$ cat src/rtl/eth_tx_arbiter.sv
// Ethernet transmit arbiter: shares one GMII transmit path between an ARP
// engine and a UDP engine. Pending requests are sticky bits. The ARP class
// (reply beats request) and the UDP class alternate round-robin, and a busy
// grant that never sees its done pulse is abandoned after TIMEOUT_CYCLES.
// Build option: define ETH_ARB_IFG_EN to hold the GAP state for IFG_CYCLES
// idle cycles after every frame. Left undefined, the GAP state does not
// exist and a finished frame returns straight to IDLE.
module eth_tx_arbiter #(
    parameter int IFG_CYCLES     = 12,
    parameter int TIMEOUT_CYCLES = 4096
) (
    input  logic       clk,
    input  logic       rst_n,
    input  logic       arp_rx_done,
    input  logic       arp_rx_type,
    input  logic       arp_req,
    input  logic       arp_tx_done,
    input  logic       arp_gmii_tx_en,
    input  logic [7:0] arp_gmii_txd,
    input  logic       udp_tx_req,
    input  logic       udp_tx_done,
    input  logic       udp_gmii_tx_en,
    input  logic [7:0] udp_gmii_txd,
    output logic       arp_tx_en,
    output logic       arp_tx_type,
    output logic       udp_tx_start_en,
    output logic       udp_tx_busy,
    output logic       gmii_tx_en,
    output logic [7:0] gmii_txd,
    output logic       timeout_err
);

    // Parameter sanity check at elaboration; the timeout counter is 16 bits.
    if (IFG_CYCLES < 1 || TIMEOUT_CYCLES < 2 || TIMEOUT_CYCLES > 65536) begin : g_bad_params
        $error("eth_tx_arbiter: IFG_CYCLES must be >= 1, TIMEOUT_CYCLES in 2..65536");
    end

    typedef enum logic [1:0] {
        IDLE     = 2'd0,
        ARP_BUSY = 2'd1,
        UDP_BUSY = 2'd2
`ifdef ETH_ARB_IFG_EN
        ,
        GAP      = 2'd3
`endif
    } state_t;

    localparam logic [15:0] TO_LAST = 16'(TIMEOUT_CYCLES - 1);

    state_t      state_q, state_d;
    logic        rply_q, rply_d;       // ARP reply owed (request received)
    logic        areq_q, areq_d;       // user ARP request
    logic        udp_q, udp_d;         // user UDP request
    logic        rr_udp_q, rr_udp_d;   // UDP class has priority at next contended grant
    logic        first_q, first_d;     // current cycle is the first busy cycle
    logic        type_q, type_d;       // ARP type latched at grant
    logic [15:0] to_cnt_q, to_cnt_d;   // busy-cycle counter
    logic        timeout_q, timeout_d;

`ifdef ETH_ARB_IFG_EN
    localparam int IFG_W = $clog2(IFG_CYCLES + 1);
    localparam logic [IFG_W-1:0] IFG_LAST = IFG_W'(IFG_CYCLES - 1);
    logic [IFG_W-1:0] ifg_cnt_q, ifg_cnt_d;
`endif

    logic busy;
    logic done_hit;
    logic to_hit;
    logic clr_rply, clr_areq, clr_udp;

    // Next-state, grant and pending-bit logic.
    always_comb begin
        state_d   = state_q;
        rr_udp_d  = rr_udp_q;
        first_d   = 1'b0;
        type_d    = type_q;
        to_cnt_d  = '0;
        timeout_d = 1'b0;
        clr_rply  = 1'b0;
        clr_areq  = 1'b0;
        clr_udp   = 1'b0;
`ifdef ETH_ARB_IFG_EN
        ifg_cnt_d = '0;
`endif

        busy     = (state_q == ARP_BUSY) || (state_q == UDP_BUSY);
        // Done is meaningless in the start cycle and from the other engine.
        done_hit = !first_q && (((state_q == ARP_BUSY) && arp_tx_done) ||
                                ((state_q == UDP_BUSY) && udp_tx_done));
        to_hit   = busy && !done_hit && (to_cnt_q == TO_LAST);

        // The served bit drops in the start cycle; a request in that cycle re-arms it.
        if (first_q) begin
            if (state_q == ARP_BUSY) begin
                clr_rply = type_q;
                clr_areq = !type_q;
            end
            if (state_q == UDP_BUSY) begin
                clr_udp = 1'b1;
            end
        end

        case (state_q)
            IDLE: begin
                if ((rply_q || areq_q) && (!udp_q || !rr_udp_q)) begin
                    state_d  = ARP_BUSY;
                    first_d  = 1'b1;
                    type_d   = rply_q;
                    rr_udp_d = 1'b1;
                end else if (udp_q) begin
                    state_d  = UDP_BUSY;
                    first_d  = 1'b1;
                    rr_udp_d = 1'b0;
                end
            end
            ARP_BUSY, UDP_BUSY: begin
                if (done_hit || to_hit) begin
`ifdef ETH_ARB_IFG_EN
                    state_d = GAP;
`else
                    state_d = IDLE;
`endif
                    type_d    = 1'b0;
                    timeout_d = to_hit;
                end else begin
                    to_cnt_d = to_cnt_q + 16'd1;
                end
            end
`ifdef ETH_ARB_IFG_EN
            GAP: begin
                if (ifg_cnt_q == IFG_LAST) begin
                    state_d = IDLE;
                end else begin
                    ifg_cnt_d = ifg_cnt_q + 1'b1;
                end
            end
`endif
            default: begin
                state_d = IDLE;
                type_d  = 1'b0;
            end
        endcase

        rply_d = (rply_q && !clr_rply) || (arp_rx_done && !arp_rx_type);
        areq_d = (areq_q && !clr_areq) || arp_req;
        udp_d  = (udp_q && !clr_udp) || udp_tx_req;
    end

    // State and pending registers with synchronous active-low reset.
    always_ff @(posedge clk) begin
        if (!rst_n) begin
            state_q   <= IDLE;
            rply_q    <= 1'b0;
            areq_q    <= 1'b0;
            udp_q     <= 1'b0;
            rr_udp_q  <= 1'b0;
            first_q   <= 1'b0;
            type_q    <= 1'b0;
            to_cnt_q  <= '0;
            timeout_q <= 1'b0;
`ifdef ETH_ARB_IFG_EN
            ifg_cnt_q <= '0;
`endif
        end else begin
            state_q   <= state_d;
            rply_q    <= rply_d;
            areq_q    <= areq_d;
            udp_q     <= udp_d;
            rr_udp_q  <= rr_udp_d;
            first_q   <= first_d;
            type_q    <= type_d;
            to_cnt_q  <= to_cnt_d;
            timeout_q <= timeout_d;
`ifdef ETH_ARB_IFG_EN
            ifg_cnt_q <= ifg_cnt_d;
`endif
        end
    end

    // Status outputs and zero-latency GMII mux.
    always_comb begin
        arp_tx_en       = (state_q == ARP_BUSY) && first_q;
        udp_tx_start_en = (state_q == UDP_BUSY) && first_q;
        arp_tx_type     = type_q;
        udp_tx_busy     = udp_q || (state_q == UDP_BUSY);
        timeout_err     = timeout_q;
        gmii_tx_en      = 1'b0;
        gmii_txd        = 8'h00;
        if (state_q == ARP_BUSY) begin
            gmii_tx_en = arp_gmii_tx_en;
            gmii_txd   = arp_gmii_txd;
        end else if (state_q == UDP_BUSY) begin
            gmii_tx_en = udp_gmii_tx_en;
            gmii_txd   = udp_gmii_txd;
        end
    end

endmodule

$ cat config.mk
export PLATFORM = sky130hd
export DESIGN_NAME = eth_tx_arbiter
export DESIGN_NICKNAME = d
export VERILOG_FILES = /design/src/rtl/eth_tx_arbiter.sv
export SDC_FILE = /design/constraint.sdc
export NUM_CORES = 1
export LEC_CHECK = 0
export BUFFER_PORTS_ARGS = -buffer_cell sky130_fd_sc_hd__clkbuf_2
export CORE_ASPECT_RATIO = 1.75
export CORE_MARGIN = 2
export CORE_UTILIZATION = 49
export CTS_BUF_LIST = sky130_fd_sc_hd__clkbuf_16
export DETAILED_ROUTE_END_ITERATION = 10
export PLACE_DENSITY_LB_ADDON = 0.3
export SETUP_SLACK_MARGIN = 0.5
export SYNTH_ARGS = -nofsm -noshare
export SYNTH_HDL_FRONTEND = slang
export SYNTH_SLANG_ARGS = --single-unit
$ cat constraint.sdc
create_clock -name clk -period 2.4 [get_ports clk]
set_input_delay 0.48 -clock clk [delete_from_list [all_inputs] [get_ports clk]]
set_output_delay 0.48 -clock clk [all_outputs]
set_load 0.01 [all_outputs]
==> results.sh, run 1 <==
export IMPL_power_density_nw_per_um2=928
export IMPL_drive_above_1_share=0.326
export IMPL_synth_top_cell_area_share=0.405
export IMPL_ios=40
export IMPL_fin_crit_sh=0.772
export IMPL_routed_via_count=1215
export IMPL_max_cap_viol_count=0
export IMPL_antenna_found_initial=0
export IMPL_wl_per_cell_um=14.2
export IMPL_syn_nets=173
export IMPL_met3_usage=0.0491
export IMPL_gr_total_overflow=0
export IMPL_synthTopCellsByCount="dfxtp_1, nor2_1, a21oi_1"
export IMPL_htreeDepth=1
export IMPL_fin_worst_skew_ps=1.99
export IMPL_design_core_area_um2=2430
export IMPL_synth_edf_count=0
export IMPL_nets=218
export IMPL_grt_max_degree=17
export IMPL_drt_iter0_drc=22
export IMPL_worst_setup_path_end_kind="output port"
export IMPL_crit_path_start_kind="flop"
export IMPL_power_frac_comb=0.410
export IMPL_cts_inserted_buffers=3
export IMPL_io_buffers=39
export IMPL_p_clk_frac=0.247
export IMPL_synth_top_cell_by_area="dfxtp_1"
export IMPL_required_ps=1920
export IMPL_ys_ff_latch=25
export IMPL_fin_cells=213
export IMPL_first_global_vias=1222
export IMPL_slew_headroom=0.678
export IMPL_cp_num_buf_inv=2
export IMPL_grt_use_total=0.216
export IMPL_async_flop_share=0
export IMPL_cts_sinks=25
export IMPL_gp_congestion=0.766
export IMPL_viasPerCell=5.70
export IMPL_synthCells=143
export IMPL_finalCriticalPeriod_ps=1850
export IMPL_yosysWarnings=0
export IMPL_p_seq_frac=0.343
export IMPL_die_area_um2=2960
export IMPL_maxSlewViolCount=0
export IMPL_cpLargestDelayFamily="flip-flops"
export IMPL_synth_top_flop_cell="dfxtp_1"
export IMPL_crit_slowest_cell="dfxtp_2"
export IMPL_path_cells="inv_2 > ha_4 > nor2b_4 > a22o_1 > clkbuf_2"
export IMPL_synthDistinctLibCells=33
export IMPL_drt_wl_total_mm=3.02
export IMPL_worst_pin_slew_ps=479
export IMPL_power_uw=1480
export IMPL_tns_ps=0
export IMPL_leakage_uw=0.000668
export IMPL_place_ws_ps=431
export IMPL_setup_ws_ps=547
export IMPL_drc=0
export IMPL_syn_avg_cell_area_um2=8.64
export IMPL_synth_most_common_cell="dfxtp_1"
export IMPL_diodes=0
export IMPL_cts_root_buf="clkbuf_16"
export IMPL_hp_class="in -> reg"
export IMPL_cts_buffer_depth=2
export IMPL_ys_seq_area_frac=0.405
export IMPL_outcome="finished clean"
export IMPL_synth_area_um2=1240
export IMPL_gr_usage_met1=0.192
export IMPL_criticalPathCategory="reg -> out"
export IMPL_num_rows=24
export IMPL_detail_route_first_pass_iterations=4
export IMPL_busiest_layer="met2"
export IMPL_finalHoldViolCount=0
export IMPL_grt_pass1_wl_mm=4.98
export IMPL_die_w_um=42.0
export IMPL_p_int_uw=969
export IMPL_whs_ps=425
export IMPL_critPathMaxFanout=8
export IMPL_die_y_um=70.4
export IMPL_power_switching_share=0.346
export IMPL_ir_drop_mv=0.624
export IMPL_worstPathArrival_ps=1370
export IMPL_area_delta_synth_final_pct=29.1
export IMPL_dpl_cell_count=205
export IMPL_clk_pin_slew_worst_paths_ps=60
export IMPL_initial_utilization=0.508
export IMPL_clock_latency_ps=260
export IMPL_cpPeakStageDelay_ps=370
export IMPL_setup_violations_final=0
export IMPL_cts_tree="done"
export IMPL_use_met2=0.425
export IMPL_synth_area_leaders="dfxtp_1, a22o_1, nor2_1, xor2_1, a21oi_1"
export IMPL_hpwlAfterDp_mm=2.16
export IMPL_rsz0062_at_grt="yes"
export IMPL_fmax_mhz=540
export IMPL_switchingPower_uw=512
export IMPL_ant_nets=0
==> per-stage QoR <==
step / area, um2 / util
2_1_floorplan: 1240 / -
3_3_place_gp: 1440 / 0.593
3_5_place_dp: 1440 / 0.593
4_1_cts: 1560 / 0.642
5_1_grt: 1600 / 0.656
6_report: 1600 / 0.656
==> what timing repair did <==
action	CTS	global route
gates resized for setup	9	5
hold buffers	0	0
pin swaps	0	3
hold endpoints to repair	0	0
cloned	0	0
setup buffers	0	4
endpoints found under the setup margin	10	16
==> placed cells by master (no fill, tap or decap), drive strengths merged <==
cell type	n
clkbuf	41
dfxtp	25
nor2	17
a21oi	10
nand2	9
nand3	9
o21ai	8
a22o	8
xor2	6
inv	6
nand4	5
or3	5
buf	5
ha	4
and2	3
xnor2	3
or4	2
nor3	2
o22ai	2
nand2b	2
and4	2
nor2b	2
a22oi	2
and3	2
or2	1
o21a	1
nor4	1
a2bb2oi	1
o211a	1
o2bb2ai	1
clkinv	1
==> worst reg2reg max path, stage by stage, from the launching register on <==
cell and delay [ps]:
dfxtp_1 340, or4_4 550, or4_4 480, a22oi_2 210, o22ai_1 130
==> logic make-up after synthesis <==
| kind of cell | after synthesis | synth area share |
|---|---|---|
| adder cells (fa/ha/maj) | 4 | 0.0405 |
| AO/OA/AOI/OAI | 34 | 0.180 |
| flip-flops | 25 | 0.405 |
| AND/OR/NAND/NOR | 62 | 0.274 |
| buffers and inverters | 9 | 0.0364 |
| XOR/XNOR | 9 | 0.0638 |
==> final cells by class <==
class / instances / area (um2)
clock buffer: 3 / 75.1
clock inverter: 1 / 5.00
fill: 219 / 836
inverter: 6 / 25.0
multi-input combinational: 109 / 728
sequential: 25 / 505
tap: 26 / 32.5
timing repair buffer: 43 / 225
==> layer usage <==
metal  vias to the layer above  routed length, um
met5                         -                  0
met2                        44               1730
met3                        10                184
met1                       557               1030
met4                         0                 79
li1                        604                  -
==> power by group through the flow <==
stage,clock (uW),sequential (uW),combinational [uW]
2_1_floorplan,0,490,381
4_1_cts,371,500,563
3_3_place_gp,0,494,495
6_report,367,508,607
5_1_grt,386,513,666
3_5_place_dp,0,497,507
==> path summary, 6_finish.rpt <==
kind	startpoint	end	slack [ps]	cells past startpoint
setup / recovery	state_q[1]$_SDFFE_PN0P_	gmii_txd[5]	550	5
hold / removal	arp_req	areq_q$_SDFF_PN0_	420	3
setup reg to reg	to_cnt_q[12]$_SDFF_PP0_	state_q[0]$_SDFFE_PN0P_	570	4
hold reg to reg	to_cnt_q[0]$_SDFF_PP0_	to_cnt_q[0]$_SDFF_PP0_	460	1
==> flip-flops by register name, indices dropped and copies added, names as in the netlist <==
name	cells
rr_udp_q	1
timeout_err	1
rply_q	1
state_q	2
udp_q	1
arp_tx_type	1
areq_q	1
to_cnt_q	16
first_q	1
Power figures use the tool's default switching activity.
==> run 2, diff against run 1 <==
Settings changed: ABC_AREA from default to 1, CORE_UTILIZATION 49 to 46.
Clock period 2.4 ns to 1.53 ns, I/O delays scaled along.
==> run 2 against run 1 <==
The flow now finishes with violations (setup timing); first-iteration DRC count increased by 59%; worst hold slack lost 170 ps; utilization rose by 13 points; register-to-register slack worse by 550 ps; clock power increased by 62%; clock-buffer cell count did not move; design area rose by 40%; sequential power is 57% higher; routed wire length up 33%; die area rose by 16%; combinational power grew to 2.6 times the previous value; clock skew up 5.3 ps; critical path type unchanged; largest power group unchanged.
==> results.sh, run 2 <==
export IMPL_largest_register_ffs=16
export IMPL_clock_latency_ps=260
export IMPL_ys_seq_area_frac=0.369
export IMPL_ir_drop_mv=1.09
export IMPL_first_global_vias=1394
export IMPL_diodes=0
export IMPL_min_delay_path_depth=3
export IMPL_rsz0062_at_grt="yes"
export IMPL_nets=283
export IMPL_synth_top_cell_by_area="dfxtp_1"
export IMPL_synthAdderAreaFrac=0.0369
export IMPL_outcome="complete, but fails checks"
export IMPL_yosys_area_share_simple=0.395
export IMPL_gr_usage_met1=0.197
export IMPL_synth_area_leaders="dfxtp_1, nand2_1, nor2_1, inv_1, nand3_1"
export IMPL_initial_utilization=0.474
export IMPL_worst_setup_path_end_kind="output port"
export IMPL_drt_iter0_drc=35
export IMPL_setup_ws_ps=-36.6
export IMPL_hp_class="in -> reg"
export IMPL_async_flop_share=0
export IMPL_finalCriticalPeriod_ps=1570
export IMPL_cts_inserted_buffers=3
export IMPL_p_seq_frac=0.272
export IMPL_ant_nets=0
export IMPL_area_delta_synth_final_pct=65.0
export IMPL_detail_route_first_pass_iterations=4
export IMPL_worst_pin_slew_ps=521
export IMPL_required_ps=1220
export IMPL_synth_compound_area_frac=0.0765
export IMPL_synth_top_family_by_area="simple AND/OR/NAND/NOR gates"
export IMPL_syn_nets=219
export IMPL_regMostFlops="to_cnt_q"
export IMPL_synth_area_um2=1360
export IMPL_design_core_area_um2=2860
export IMPL_fin_crit_sh=1.02
export IMPL_ios=40
export IMPL_largestRegisters="to_cnt_q (16), state_q (2)"
export IMPL_htreeDepth=1
export IMPL_synth_mux_area_frac=0
export IMPL_met3_usage=0.0379
export IMPL_p_int_uw=1830
export IMPL_violations="setup timing"
export IMPL_grt_use_total=0.231
export IMPL_syn_avg_cell_area_um2=7.18
export IMPL_leakage_uw=0.000952
export IMPL_synthDistinctLibCells=32
export IMPL_ys_ff_latch=25
export IMPL_fmax_mhz=638
export IMPL_synth_xor_area_share=0.0387
export IMPL_worstPathArrival_ps=1260
export IMPL_routed_via_count=1476
export IMPL_power_switching_share=0.376
export IMPL_r2r_setup_slack_ps=20
export IMPL_power_density_nw_per_um2=1310
export IMPL_grt_max_degree=15
export IMPL_setup_violations_final=9
export IMPL_io_buffers=39
export IMPL_synthTopCellsByCount="nand2_1, dfxtp_1, nor2_1"
export IMPL_die_w_um=45.1
export IMPL_power_frac_comb=0.526
export IMPL_synth_edf_count=0
export IMPL_synth_top_cell_area_share=0.369
export IMPL_fin_worst_skew_ps=7.31
export IMPL_worst_r2r_path_depth=9
export IMPL_wl_per_cell_um=14.3
export IMPL_grt_pass1_wl_mm=5.69
export IMPL_crit_path_start_kind="flop"
export IMPL_busiest_layer="met2"
export IMPL_fin_util=0.782
export IMPL_cts_sinks=25
export IMPL_p_clk_frac=0.202
export IMPL_drt_wl_total_mm=4.01
export IMPL_critPathMaxFanout=8
export IMPL_reg2reg_from="state_q[1]$_SDFFE_PN0P_"
export IMPL_cts_tree="done"
export IMPL_maxSlewViolCount=0
export IMPL_gr_total_overflow=0
export IMPL_clk_pin_slew_worst_paths_ps=60
export IMPL_layout_common_cells="nand2_2, clkbuf_2, nand2_1"
export IMPL_cts_buffer_depth=2
export IMPL_holdBufCountCts=0
export IMPL_yosysWarnings=0
export IMPL_finalHoldViolCount=0
export IMPL_hold_path_startpoint="udp_tx_req"
export IMPL_viasPerCell=5.27
export IMPL_die_y_um=75.9
export IMPL_drc=0
export IMPL_synth_most_common_cell="nand2_1"
export IMPL_cts_root_buf="clkbuf_16"
export IMPL_place_ws_ps=48.7
export IMPL_criticalPathCategory="reg -> out"
export IMPL_use_met2=0.462
export IMPL_antenna_found_initial=0
export IMPL_gp_congestion=0.725
export IMPL_hold_path_end="udp_q$_SDFF_PN0_"
export IMPL_die_area_um2=3420
export IMPL_synth_top_flop_cell="dfxtp_1"
export IMPL_r2r_end="to_cnt_q[15]$_SDFF_PP0_"
export IMPL_drive_above_1_share=0.603
export IMPL_synthCells=189
export IMPL_slew_headroom=0.649
export IMPL_num_rows=26
export IMPL_hpwlAfterDp_mm=2.37
export IMPL_max_cap_viol_count=0
export IMPL_switchingPower_uw=1100
==> run 2: changes by cell type in the layout (fill, tap and decap cells not counted), moves of 8 or more <==
cell      previous run  this run
a22o_1               8         0
buf_6                0        21
nand2_1              9        22
nand3_2              0         9
inv_1                4        13
clkbuf_2            38        26
nand2_2              0        26
==> run 2: how the worst max path moves through the flow <==
| stage | start | end | slack, ps | cells past startpoint |
|---|---|---|---|---|
| after floorplan | to_cnt_q[1]$_SDFF_PP0_ | to_cnt_q[12]$_SDFF_PP0_ | 230 | 9 |
| after global placement | state_q[0]$_SDFFE_PN0P_ | to_cnt_q[15]$_SDFF_PP0_ | 90 | 8 |
| after detailed placement | state_q[0]$_SDFFE_PN0P_ | to_cnt_q[15]$_SDFF_PP0_ | 50 | 8 |
| after CTS | state_q[0]$_SDFFE_PN0P_ | gmii_txd[5] | -30 | 6 |
| after global routing | state_q[1]$_SDFFE_PN0P_ | gmii_txd[2] | -70 | 6 |
| final | state_q[0]$_SDFFE_PN0P_ | gmii_txd[4] | -40 | 6 |
==> run 2: logic make-up after synthesis <==
logic type               after synthesis
buffers and inverters                 27
AO/OA/AOI/OAI                         17
flip-flops                            25
AND/OR/NAND/NOR                      110
XOR/XNOR                               6
adder cells (fa/ha/maj)                4
==> run 2: stage by stage <==
step / power, uW / area [um2] / TNS (ps) / hold slack [ps] / cells
final: 2940 / 2240 / -161 / 258 / 280
after global routing: 3090 / 2240 / -718 / 277 / 280
after CTS: 2620 / 2050 / -161 / 257 / 277
after detailed placement: 1670 / 1700 / 0 / 434 / 259
after global placement: 1660 / 1700 / 0 / 433 / 259
after floorplan: 1480 / 1470 / 0 / 417 / 189
==> run 2: cell type report <==
class	instances	area, um2
clock buffer	3	75.1
clock inverter	1	5.00
fill	187	623
inverter	24	108
multi-input combinational	138	1030
sequential	25	509
tap	28	35.0
timing repair buffer	61	474
==> run 2: worst max-delay path, cell delays in order (launching register included) <==
cell,delay (ps)
dfxtp_4,360
inv_4,60
ha_4,150
buf_8,150
nand3_1,90
nand2_2,60
clkbuf_2,120
==> run 2: routing by layer <==
metal / routed length (um) / share of wire / up-vias
met1: 1390 / 0.35 / 680
met2: 2340 / 0.58 / 48
met5: 0 / 0 / -
li1: - / - / 735
met4: 118 / 0.029 / 0
met3: 167 / 0.042 / 13
==> run 2: power by group through the flow <==
stage	combinational, uW	sequential (uW)	clock (uW)
2_1_floorplan	705	778	0
3_3_place_gp	878	784	0
3_5_place_dp	887	786	0
4_1_cts	1240	785	593
5_1_grt	1660	802	624
6_report	1550	798	593
==> run 2: what timing repair did <==
item                                    4_1_cts  5_1_grt
gates cloned                                  1        0
hold endpoints to repair                      0        0
buffers inserted                             13        3
endpoints found under the setup margin       36       38
pin swaps                                    13       13
gates resized for setup                      46       50
==> run 3, diff against run 2 <==
Settings changed: SETUP_SLACK_MARGIN 0.5 to default.
==> run 3 against run 2 <==
The run still ends with setup timing left; combinational power fell by 30%; first-iteration DRC count rose by 11%; setup slack got worse by 4.4 ps; global-route usage fell by 3.5 points; routed wire length fell by 17%; critical path depth did not move; utilization fell by 13 points; non-clock buffer count fell by 9; worst hold slack improved by 2.6 ps; clock-buffer cell count did not move; sequential cell count did not move; largest cell class unchanged.
==> results.sh, run 3 (synthesis gave the netlist of run 2 again) <==
export IMPL_routed_via_count=1377
export IMPL_crit_path_start_kind="flop"
export IMPL_reg2reg_from="state_q[0]$_SDFFE_PN0P_"
export IMPL_gr_total_overflow=0
export IMPL_worst_r2r_path_depth=6
export IMPL_cts_root_buf="clkbuf_16"
export IMPL_largest_register_ffs=16
export IMPL_regMostFlops="to_cnt_q"
export IMPL_cts_buffer_depth=2
export IMPL_ant_nets=0
export IMPL_die_y_um=75.9
export IMPL_diodes=0
export IMPL_cts_inserted_buffers=3
export IMPL_fin_crit_sh=1.03
export IMPL_fmax_mhz=637
export IMPL_r2r_end="to_cnt_q[9]$_SDFF_PP0_"
export IMPL_antenna_found_initial=0
export IMPL_detail_route_first_pass_iterations=4
export IMPL_p_seq_frac=0.316
export IMPL_cts_sinks=25
export IMPL_hold_path_startpoint="arp_req"
export IMPL_design_core_area_um2=2860
export IMPL_grt_use_total=0.196
export IMPL_hold_path_end="areq_q$_SDFF_PN0_"
export IMPL_finalCriticalPeriod_ps=1570
export IMPL_rsz0062_at_grt="yes"
export IMPL_nets=275
export IMPL_area_delta_synth_final_pct=36.7
export IMPL_num_rows=26
export IMPL_fin_worst_skew_ps=2.83
export IMPL_dpl_cell_count=256
export IMPL_p_clk_frac=0.241
export IMPL_drive_above_1_share=0.385
export IMPL_grt_pass1_wl_mm=4.99
export IMPL_required_ps=1220
export IMPL_htreeDepth=1
export IMPL_tns_ps=-288
export IMPL_drt_wl_total_mm=3.33
export IMPL_viasPerCell=5.06
export IMPL_setup_violations_final=9
export IMPL_max_cap_viol_count=0
export IMPL_p_int_uw=1580
export IMPL_drc=0
export IMPL_layout_common_cells="nand2_1, clkbuf_2, nor2_1"
export IMPL_power_density_nw_per_um2=1320
export IMPL_finalHoldViolCount=0
export IMPL_leakage_uw=0.000859
export IMPL_switchingPower_uw=867
export IMPL_criticalPathCategory="reg -> out"
export IMPL_slew_headroom=0.738
export IMPL_ios=40
export IMPL_ir_drop_mv=0.942
export IMPL_wl_per_cell_um=12.2
export IMPL_first_global_vias=1270
export IMPL_grt_max_degree=16
export IMPL_clock_latency_ps=260
export IMPL_setup_ws_ps=-41.0
export IMPL_critPathMaxFanout=6
export IMPL_final_common_cell="nand2_1"
export IMPL_power_frac_comb=0.443
export IMPL_outcome="complete, but fails checks"
export IMPL_worst_setup_path_end_kind="output port"
export IMPL_worstPathArrival_ps=1260
export IMPL_gp_congestion=0.783
export IMPL_fillers=251
export IMPL_clk_pin_slew_worst_paths_ps=60
export IMPL_r2r_setup_slack_ps=90
export IMPL_power_switching_share=0.355
export IMPL_drt_iter0_drc=39
export IMPL_die_w_um=45.1
export IMPL_largestRegisters="to_cnt_q (16), state_q (2)"
export IMPL_hpwlAfterDp_mm=2.28
export IMPL_initial_utilization=0.474
export IMPL_io_buffers=39
export IMPL_die_area_um2=3420
export IMPL_min_delay_path_depth=3
export IMPL_maxSlewViolCount=0
export IMPL_worst_pin_slew_ps=389
export IMPL_fin_cells=272
export IMPL_cts_tree="done"
export IMPL_violations="setup timing"
export IMPL_hp_class="in -> reg"
[run 3: cell count changes in the layout (fill, tap and decap cells not counted), sizes merged]
cell      previous run  this run
buf                 35        22
clkbuf              29        33
clkinvlp             0         1
[run 3: layer usage]
layer	track usage	routed length, um
met1	0.180	1230
met2	0.390	1920
met3	0.0261	114
met4	0.108	61
met5	0	0
[run 3: critical path, cell delays in order, from the launching register on]
cell and delay, ps:
dfxtp_2 340, buf_6 120, ha_4 190, buf_6 140, nand2_1 60, nand2_1 40
buf_2 130
[run 3: power groups by stage]
stage	clock network [uW]	logic, uW	registers, uW
after floorplan	0	570	757
after global placement	0	771	766
after detailed placement	0	782	766
after CTS	600	944	765
after global routing	629	1190	778
final	589	1080	772
[run 3: worst max path at each step]
stage                                        from                      end  slack [ps]  cells past startpoint
after global placement    state_q[0]$_SDFFE_PN0P_  to_cnt_q[14]$_SDFF_PP0_         -20                      6
final                     state_q[0]$_SDFFE_PN0P_              gmii_txd[6]         -40                      6
after global routing      state_q[0]$_SDFFE_PN0P_              gmii_txd[1]         -80                      6
after CTS                 state_q[0]$_SDFFE_PN0P_              gmii_txd[0]         -10                      6
after floorplan           state_q[0]$_SDFFE_PN0P_              udp_tx_busy         110                      4
after detailed placement  state_q[0]$_SDFFE_PN0P_  to_cnt_q[13]$_SDFF_PP0_         -10                      8
[run 3: area by class of cell]
| type | instances | area [um2] | share of cell area |
|---|---|---|---|
| Clock inverter | 1 | 7.51 | 0.00405 |
| Timing Repair Buffer | 52 | 327 | 0.176 |
| Sequential cell | 25 | 507 | 0.273 |
| Multi-Input combinational cell | 138 | 802 | 0.432 |
| Inverter | 24 | 97.6 | 0.0526 |
| Clock buffer | 3 | 75.1 | 0.0405 |
| Tap cell | 28 | 35.0 | 0.0189 |
| Timing Repair inverter | 1 | 5.00 | 0.00270 |
[run 3: stage by stage]
stage	hold WS [ps]	util	power (uW)	setup slack, ps	cell area, um2
2_1_floorplan	418	-	1330	108	1360
3_3_place_gp	448	0.554	1540	-18.9	1590
3_5_place_dp	450	0.554	1550	-12.2	1590
4_1_cts	257	0.615	2310	-14.6	1760
5_1_grt	285	0.648	2590	-76.7	1860
6_report	260	0.648	2440	-41.0	1860
[run 3: repair_timing]
action	CTS	global route
gates cloned	2	2
pin swaps	3	4
setup endpoints to repair	16	19
setup buffers	3	5
gates resized for setup	17	21
hold buffers	0	0
